### config.mk
export PLATFORM = sky130hd
export DESIGN_NAME = mb_fetcher
export DESIGN_NICKNAME = d
export VERILOG_FILES = /design/src/rtl/mb_fetcher.sv
export SDC_FILE = /design/constraint.sdc
export NUM_CORES = 1
export LEC_CHECK = 0
export ABC_AREA = 1
export BUFFER_PORTS_ARGS = -buffer_cell sky130_fd_sc_hd__buf_2
export CAP_MARGIN = 20
export CORE_ASPECT_RATIO = 0.9
export CORE_MARGIN = 2
export CORE_UTILIZATION = 45
export DETAILED_ROUTE_END_ITERATION = 6
export PLACE_DENSITY = 0.69
export REMOVE_ABC_BUFFERS = 1
export SLEW_MARGIN = 25
export SYNTH_ARGS = -nofsm -noshare
export SYNTH_HDL_FRONTEND = slang
export SYNTH_SLANG_ARGS = --single-unit
export TNS_END_PERCENT = 20
### constraint.sdc
create_clock -name clk -period 2.7 [get_ports clk]
set_input_delay 0.54 -clock clk [delete_from_list [all_inputs] [get_ports clk]]
set_output_delay 0.54 -clock clk [all_outputs]
set_load 0.01 [all_outputs]
### src/rtl/mb_fetcher.sv
// ============================================================================
// Module   : mb_fetcher
// Function : streams top/left neighbours and the body of one macroblock from
//            frame memory through a valid/ready pixel port.
// Option   : MBF_TOPLEFT_EN adds the top-left neighbour pixel (pix_kind=3).
// Revision : 1.0
// ============================================================================
`default_nettype none

module mb_fetcher #(
  parameter int FRAME_W = 64,
  parameter int FRAME_H = 64,
  parameter int MB_SIZE = 16,
  parameter int PIX_W   = 8,
  parameter int ADDR_W  = 16,
  parameter int MBNUM_W = 13
) (
  input  logic               clk,
  input  logic               reset,
  input  logic               start,
  input  logic [MBNUM_W-1:0] mbnumber,
  output logic               busy,
  output logic               done,
  output logic               err,
  output logic               rd_en,
  output logic               rd_plane,
  output logic [ADDR_W-1:0]  rd_addr,
  input  logic [PIX_W-1:0]   rd_data,
  output logic               pix_valid,
  input  logic               pix_ready,
  output logic [PIX_W-1:0]   pix_data,
  output logic [1:0]         pix_kind,
  output logic               pix_last
);

  localparam int MB_COLS  = FRAME_W / MB_SIZE;
  localparam int MB_ROWS  = FRAME_H / MB_SIZE;
  localparam int MB_COUNT = MB_COLS * MB_ROWS;
  localparam int MB_LOG   = $clog2(MB_SIZE);
  localparam logic [PIX_W-1:0] FILL = PIX_W'(128);
  localparam logic [1:0] KIND_TOP  = 2'd0;
  localparam logic [1:0] KIND_LEFT = 2'd1;
  localparam logic [1:0] KIND_BODY = 2'd2;
  localparam logic [1:0] KIND_TL   = 2'd3;

  typedef enum logic [2:0] {
    IDLE  = 3'd0,
    TOP   = 3'd1,
    LEFT  = 3'd2,
    BODY  = 3'd3,
    DRAIN = 3'd4
`ifdef MBF_TOPLEFT_EN
    , TL  = 3'd5
`endif
  } state_t;

  state_t                r_state;
  logic [ADDR_W-1:0]     r_row0, r_col0;
  logic [MB_LOG-1:0]     r_k, r_j;

  logic                  r_pipe_v, r_pipe_const, r_pipe_last;
  logic [1:0]            r_pipe_kind;
  logic [1:0][PIX_W+2:0] r_fifo;
  logic                  r_wp, r_rp;
  logic [1:0]            r_cnt;

  logic [MBNUM_W-1:0]    w_mb_row, w_mb_col;
  logic [ADDR_W-1:0]     w_row0, w_col0, w_y, w_x, w_addr;
  logic                  w_oor, w_active, w_const, w_plane, w_last;
  logic                  w_k_last, w_j_last, w_pop, w_issue;
  logic [1:0]            w_kind;
  logic [2:0]            w_occ;
  logic [PIX_W-1:0]      w_pipe_data;

  assign w_mb_row = MBNUM_W'(mbnumber / MBNUM_W'(MB_COLS));
  assign w_mb_col = MBNUM_W'(mbnumber % MBNUM_W'(MB_COLS));
  assign w_row0   = ADDR_W'(w_mb_row) << MB_LOG;
  assign w_col0   = ADDR_W'(w_mb_col) << MB_LOG;
  assign w_oor    = ({1'b0, mbnumber} >= (MBNUM_W+1)'(MB_COUNT));

  assign w_k_last = (r_k == MB_LOG'(MB_SIZE - 1));
  assign w_j_last = (r_j == MB_LOG'(MB_SIZE - 1));

  always_comb begin
    w_y      = r_row0 - ADDR_W'(1);
    w_x      = r_col0 + ADDR_W'(r_k);
    w_const  = 1'b0;
    w_kind   = KIND_TOP;
    w_plane  = 1'b1;
    w_last   = 1'b0;
    w_active = 1'b1;
    case (r_state)
      TOP:  w_const = (r_row0 == '0);
`ifdef MBF_TOPLEFT_EN
      TL: begin
        w_x     = r_col0 - ADDR_W'(1);
        w_const = (r_row0 == '0) || (r_col0 == '0);
        w_kind  = KIND_TL;
      end
`endif
      LEFT: begin
        w_y     = r_row0 + ADDR_W'(r_k);
        w_x     = r_col0 - ADDR_W'(1);
        w_const = (r_col0 == '0);
        w_kind  = KIND_LEFT;
      end
      BODY: begin
        w_y     = r_row0 + ADDR_W'(r_j);
        w_kind  = KIND_BODY;
        w_plane = 1'b0;
        w_last  = w_k_last && w_j_last;
      end
      default: w_active = 1'b0;
    endcase
  end

  assign w_addr  = w_y * ADDR_W'(FRAME_W) + w_x;
  assign w_pop   = pix_valid && pix_ready;
  // A slot leaving the FIFO this cycle frees its entry, which keeps 1 pixel/cycle.
  assign w_occ   = {1'b0, r_cnt} + {2'b00, r_pipe_v} - {2'b00, w_pop};
  assign w_issue = w_active && (w_occ < 3'd2);

  assign rd_en    = w_issue && !w_const;
  assign rd_plane = rd_en && w_plane;
  assign rd_addr  = rd_en ? w_addr : '0;

  assign w_pipe_data = r_pipe_const ? FILL : rd_data;
  assign pix_valid   = (r_cnt != 2'd0);
  assign {pix_last, pix_kind, pix_data} = r_fifo[r_rp];

  always_ff @(posedge clk or negedge reset) begin
    if (!reset) begin
      r_state <= IDLE;
      r_row0  <= '0;
      r_col0  <= '0;
      r_k     <= '0;
      r_j     <= '0;
      busy    <= 1'b0;
      done    <= 1'b0;
      err     <= 1'b0;
    end else begin
      done <= 1'b0;
      err  <= 1'b0;
      case (r_state)
        IDLE: if (start) begin
          if (w_oor) begin
            err <= 1'b1;
          end else begin
            r_row0  <= w_row0;
            r_col0  <= w_col0;
            r_k     <= '0;
            r_j     <= '0;
            busy    <= 1'b1;
            r_state <= TOP;
          end
        end
        TOP: if (w_issue) begin
          r_k <= r_k + MB_LOG'(1);
          if (w_k_last) begin
            r_k <= '0;
`ifdef MBF_TOPLEFT_EN
            r_state <= TL;
`else
            r_state <= LEFT;
`endif
          end
        end
`ifdef MBF_TOPLEFT_EN
        TL: if (w_issue) r_state <= LEFT;
`endif
        LEFT: if (w_issue) begin
          r_k <= r_k + MB_LOG'(1);
          if (w_k_last) begin
            r_k     <= '0;
            r_state <= BODY;
          end
        end
        BODY: if (w_issue) begin
          r_k <= r_k + MB_LOG'(1);
          if (w_k_last) begin
            r_k <= '0;
            r_j <= r_j + MB_LOG'(1);
            if (w_j_last) r_state <= DRAIN;
          end
        end
        DRAIN: if (r_cnt == 2'd0 && !r_pipe_v) begin
          done    <= 1'b1;
          busy    <= 1'b0;
          r_state <= IDLE;
        end
        default: r_state <= IDLE;
      endcase
    end
  end

  // Read data and constant slots share this stage so every slot has equal latency.
  always_ff @(posedge clk or negedge reset) begin
    if (!reset) begin
      r_pipe_v     <= 1'b0;
      r_pipe_const <= 1'b0;
      r_pipe_kind  <= 2'd0;
      r_pipe_last  <= 1'b0;
      r_fifo       <= '0;
      r_wp         <= 1'b0;
      r_rp         <= 1'b0;
      r_cnt        <= 2'd0;
    end else begin
      r_pipe_v     <= w_issue;
      r_pipe_const <= w_const;
      r_pipe_kind  <= w_kind;
      r_pipe_last  <= w_last;
      if (r_pipe_v) begin
        r_fifo[r_wp] <= {r_pipe_last, r_pipe_kind, w_pipe_data};
        r_wp         <= ~r_wp;
      end
      if (w_pop) r_rp <= ~r_rp;
      r_cnt <= r_cnt + {1'b0, r_pipe_v} - {1'b0, w_pop};
    end
  end

endmodule

`default_nettype wire

==> results.md <==
* Highest ir drop seen on vdd at 699 uV
* Seq cells post-synth at 58
* Number of synthesized flops with an enable pin at 0
* # rows at 30
* Starting DRT DRC Count at 124
* Chip width at 97.2 um
* CTS tree: yes
* Setup crit start kind: register
* Routability cong. at 0.841
* Fin crit period at 3.47 ns
* Final Hold Viols at 0
* Setup Skew at 0.00959 ns
* Grt ovf at 0
* Most numerous cell in the Yosys netlist: nand2_1
* Power Density at 1040 nW/um^2
* Async set-reset flop share out of synthesis at 100%
* Clock transition at the registers of the reported paths at 0.07 ns
* Syn Std Cell Area at 3520 um^2
* Wire length per cell at 12.2 um
* Hold-fix buffer count after cts at 0
* Layout Area Growth over Synthesis at 37.2%
* CTS Buffer Depth at 2
* WL final at 8.59 mm
* Fraction of layout cells with a size suffix above 1 at 32.0%
* Vias at 3381
* Status: complete, but fails checks
* CTS Buf Count at 9
* Die area at 8540 um^2
* # setup viols final at 19
* Synth Flop Type: dfrtp_1
* Top cells by area, synth: dfrtp_1, nand2_1, inv_1
* Achievable Freq at 289 MHz
* Num ports at 58
* RR Endpoint: r_rp
* PortBufs at 57
* Post-synth top cells: nand2_1, inv_1, dfrtp_1
* Placed insts at 652
* Worst-path fanout max at 7
* R2R Setup Slk at -0.60 ns
* Mapped Cells at 467
* Pins Over Slew Limit at 0
* N_diodes at 0
* Required @ worst endpoint at 2.16 ns
* Reg2reg path depth at 26
* # clock sinks at 58
* CTS root buffer: clkbuf_8
* # nets final at 643
* DP Area at 4180 um^2
* Maximum Capacitance Violations at 0
* Synth cell types at 35
* Largest net degree at the start of global routing at 59
* Slew HR at 61.9%
* Clk Latency, worst-skew pair at 0.34 ns
* Core ar. at 7540 um^2
* First-pass GRT wire length at 14.7 mm
* Static leakage at 2.68 nW
* Slew @ Worst Pin at 0.571 ns
* DRC at 0
* Arr. time, crit path at 2.93 ns
* HPWL after detailed placement at 5.86 mm
* Area leader, netlist: dfrtp_1
* Failing checks: negative setup slack
* Tcrit/Tclk final at 128%
* Fin cells at 702
* DIE HEIGHT at 87.9 um
* RSZ-0062 raised after global routing: yes
* Top cell type's share of synthesized area at 41.3%
* Reg-to-Reg Start: r_cnt[1]
* Critical path endpoint category: output pin
* Gr usage total at 21.3%
* Final worst slack at -0.766 ns
* Post-Synthesis Mean Instance Area at 7.53 um^2
* Initial Utilization at 46.6%
* ANT nets after route at 0
* Setup CP Type: reg2out
* Seq/Total Area, Yosys at 41.3%
* CTS H-tree depth at 3
* Drt first pass iters at 4
* Fin area at 4820 um^2
* Vias in the first global route at 3255
* Warnings from Yosys at 0
* Initial antenna violation count at 0
* Hold crit path type: in2async
* Via density at 4.82
-- cells by family after synthesis --
family / after synthesis / share of synthesized area, %
buffers and inverters: 83 / 10.1
and+or+nand+nor: 244 / 31.0
DFF: 58 / 41.3
AOI/OAI and AO/OA: 54 / 8.36
xor gates and xnor gates: 11 / 2.74
adders and majority gates: 17 / 6.48
-- power by group --
group          internal, mW  switching, mW
clock network         0.527          0.386
logic                  1.29           1.52
registers              1.12          0.192
total                  2.94           2.10
-- metrics by stage --
step	power (mW)	util [%]	hold WS, ns	TNS [ns]	setup WS [ns]
finish	5.04	63.9	0.185	-12.97	-0.766
global route	5.42	63.9	0.200	-15.77	-0.901
CTS	4.76	62.3	0.194	-11.56	-0.668
detailed placement	3.49	55.3	0.466	-7.94	-0.511
global placement	3.42	55.3	0.464	-6.80	-0.448
floorplan	2.60	-	0.244	-4.06	-0.346
-- final cells by class --
type | count | area (um^2)
clock inverters | 7 | 101
clock buffers | 9 | 124
multi-input cells | 327 | 1800
fillers | 658 | 2720
well taps | 96 | 120
repair buffers | 132 | 937
inverters | 73 | 287
flip-flops and latches | 58 | 1450
-- timing repair --
item	in CTS	in global routing
setup buffers	32	1
gates cloned	1	0
resized for setup	14	30
pin swaps	0	8
setup endpoints to repair	18	26
-- flip-flops by register name (all words and copies together) (netlist names) --
signal        count
r_fifo           22
r_row0           11
r_j               4
r_k               4
r_state           3
r_cnt             2
r_col0            2
r_pipe_kind       2
busy              1
done              1
err               1
r_pipe_const      1
r_pipe_last       1
r_pipe_v          1
r_rp              1
r_wp              1
-- worst max-delay path by stage --
stage                        endpoint      start  slack (ns)
final                      rd_addr[6]   r_cnt[1]       -0.77
after global routing       rd_addr[6]   r_cnt[1]       -0.90
after CTS                 rd_addr[12]   r_cnt[1]       -0.67
after detailed placement  rd_addr[12]  pix_ready       -0.51
after global placement    rd_addr[12]  pix_ready       -0.45
after floorplan           rd_addr[15]   r_cnt[1]       -0.35
-- critical path: stages, from the launching register on --
cell and delay [ns]:
dfrtp_1 0.39, inv_2 0.07, nand2_2 0.08, nand2_2 0.09
inv_2 0.06, ha_4 0.24, inv_2 0.06, ha_4 0.12
inv_2 0.04, fa_1 0.57, nand3_2 0.09, inv_2 0.09
nand2_4 0.06, inv_4 0.08, nand3_4 0.14, buf_8 0.20
nor2_1 0.09, buf_2 0.13
-- routing by layer --
| layer | up-vias | global-route usage [%] | share of wire [%] | wire [um] |
|---|---|---|---|---|
| li1 | 1740 | - | - | - |
| met1 | 1541 | 27.2 | 47 | 4000 |
| met2 | 83 | 36.6 | 46 | 3980 |
| met3 | 17 | 6.15 | 5.0 | 431 |
| met4 | 0 | 4.48 | 2.0 | 176 |
| met5 | - | 0 | 0 | 0 |
-- cells in the final DEF, fill, tap and decap left out, types with 13 or more instances in the layout --
| master | n |
|---|---|
| buf_6 | 15 |
| nand2_1 | 132 |
| a21oi_1 | 13 |
| inv_1 | 61 |
| buf_2 | 52 |
| buf_4 | 63 |
| nand3_1 | 22 |
| ha_1 | 13 |
| dfrtp_1 | 58 |
| nor2_1 | 46 |
| o21ai_0 | 29 |
(Power assumes the default switching activity.)
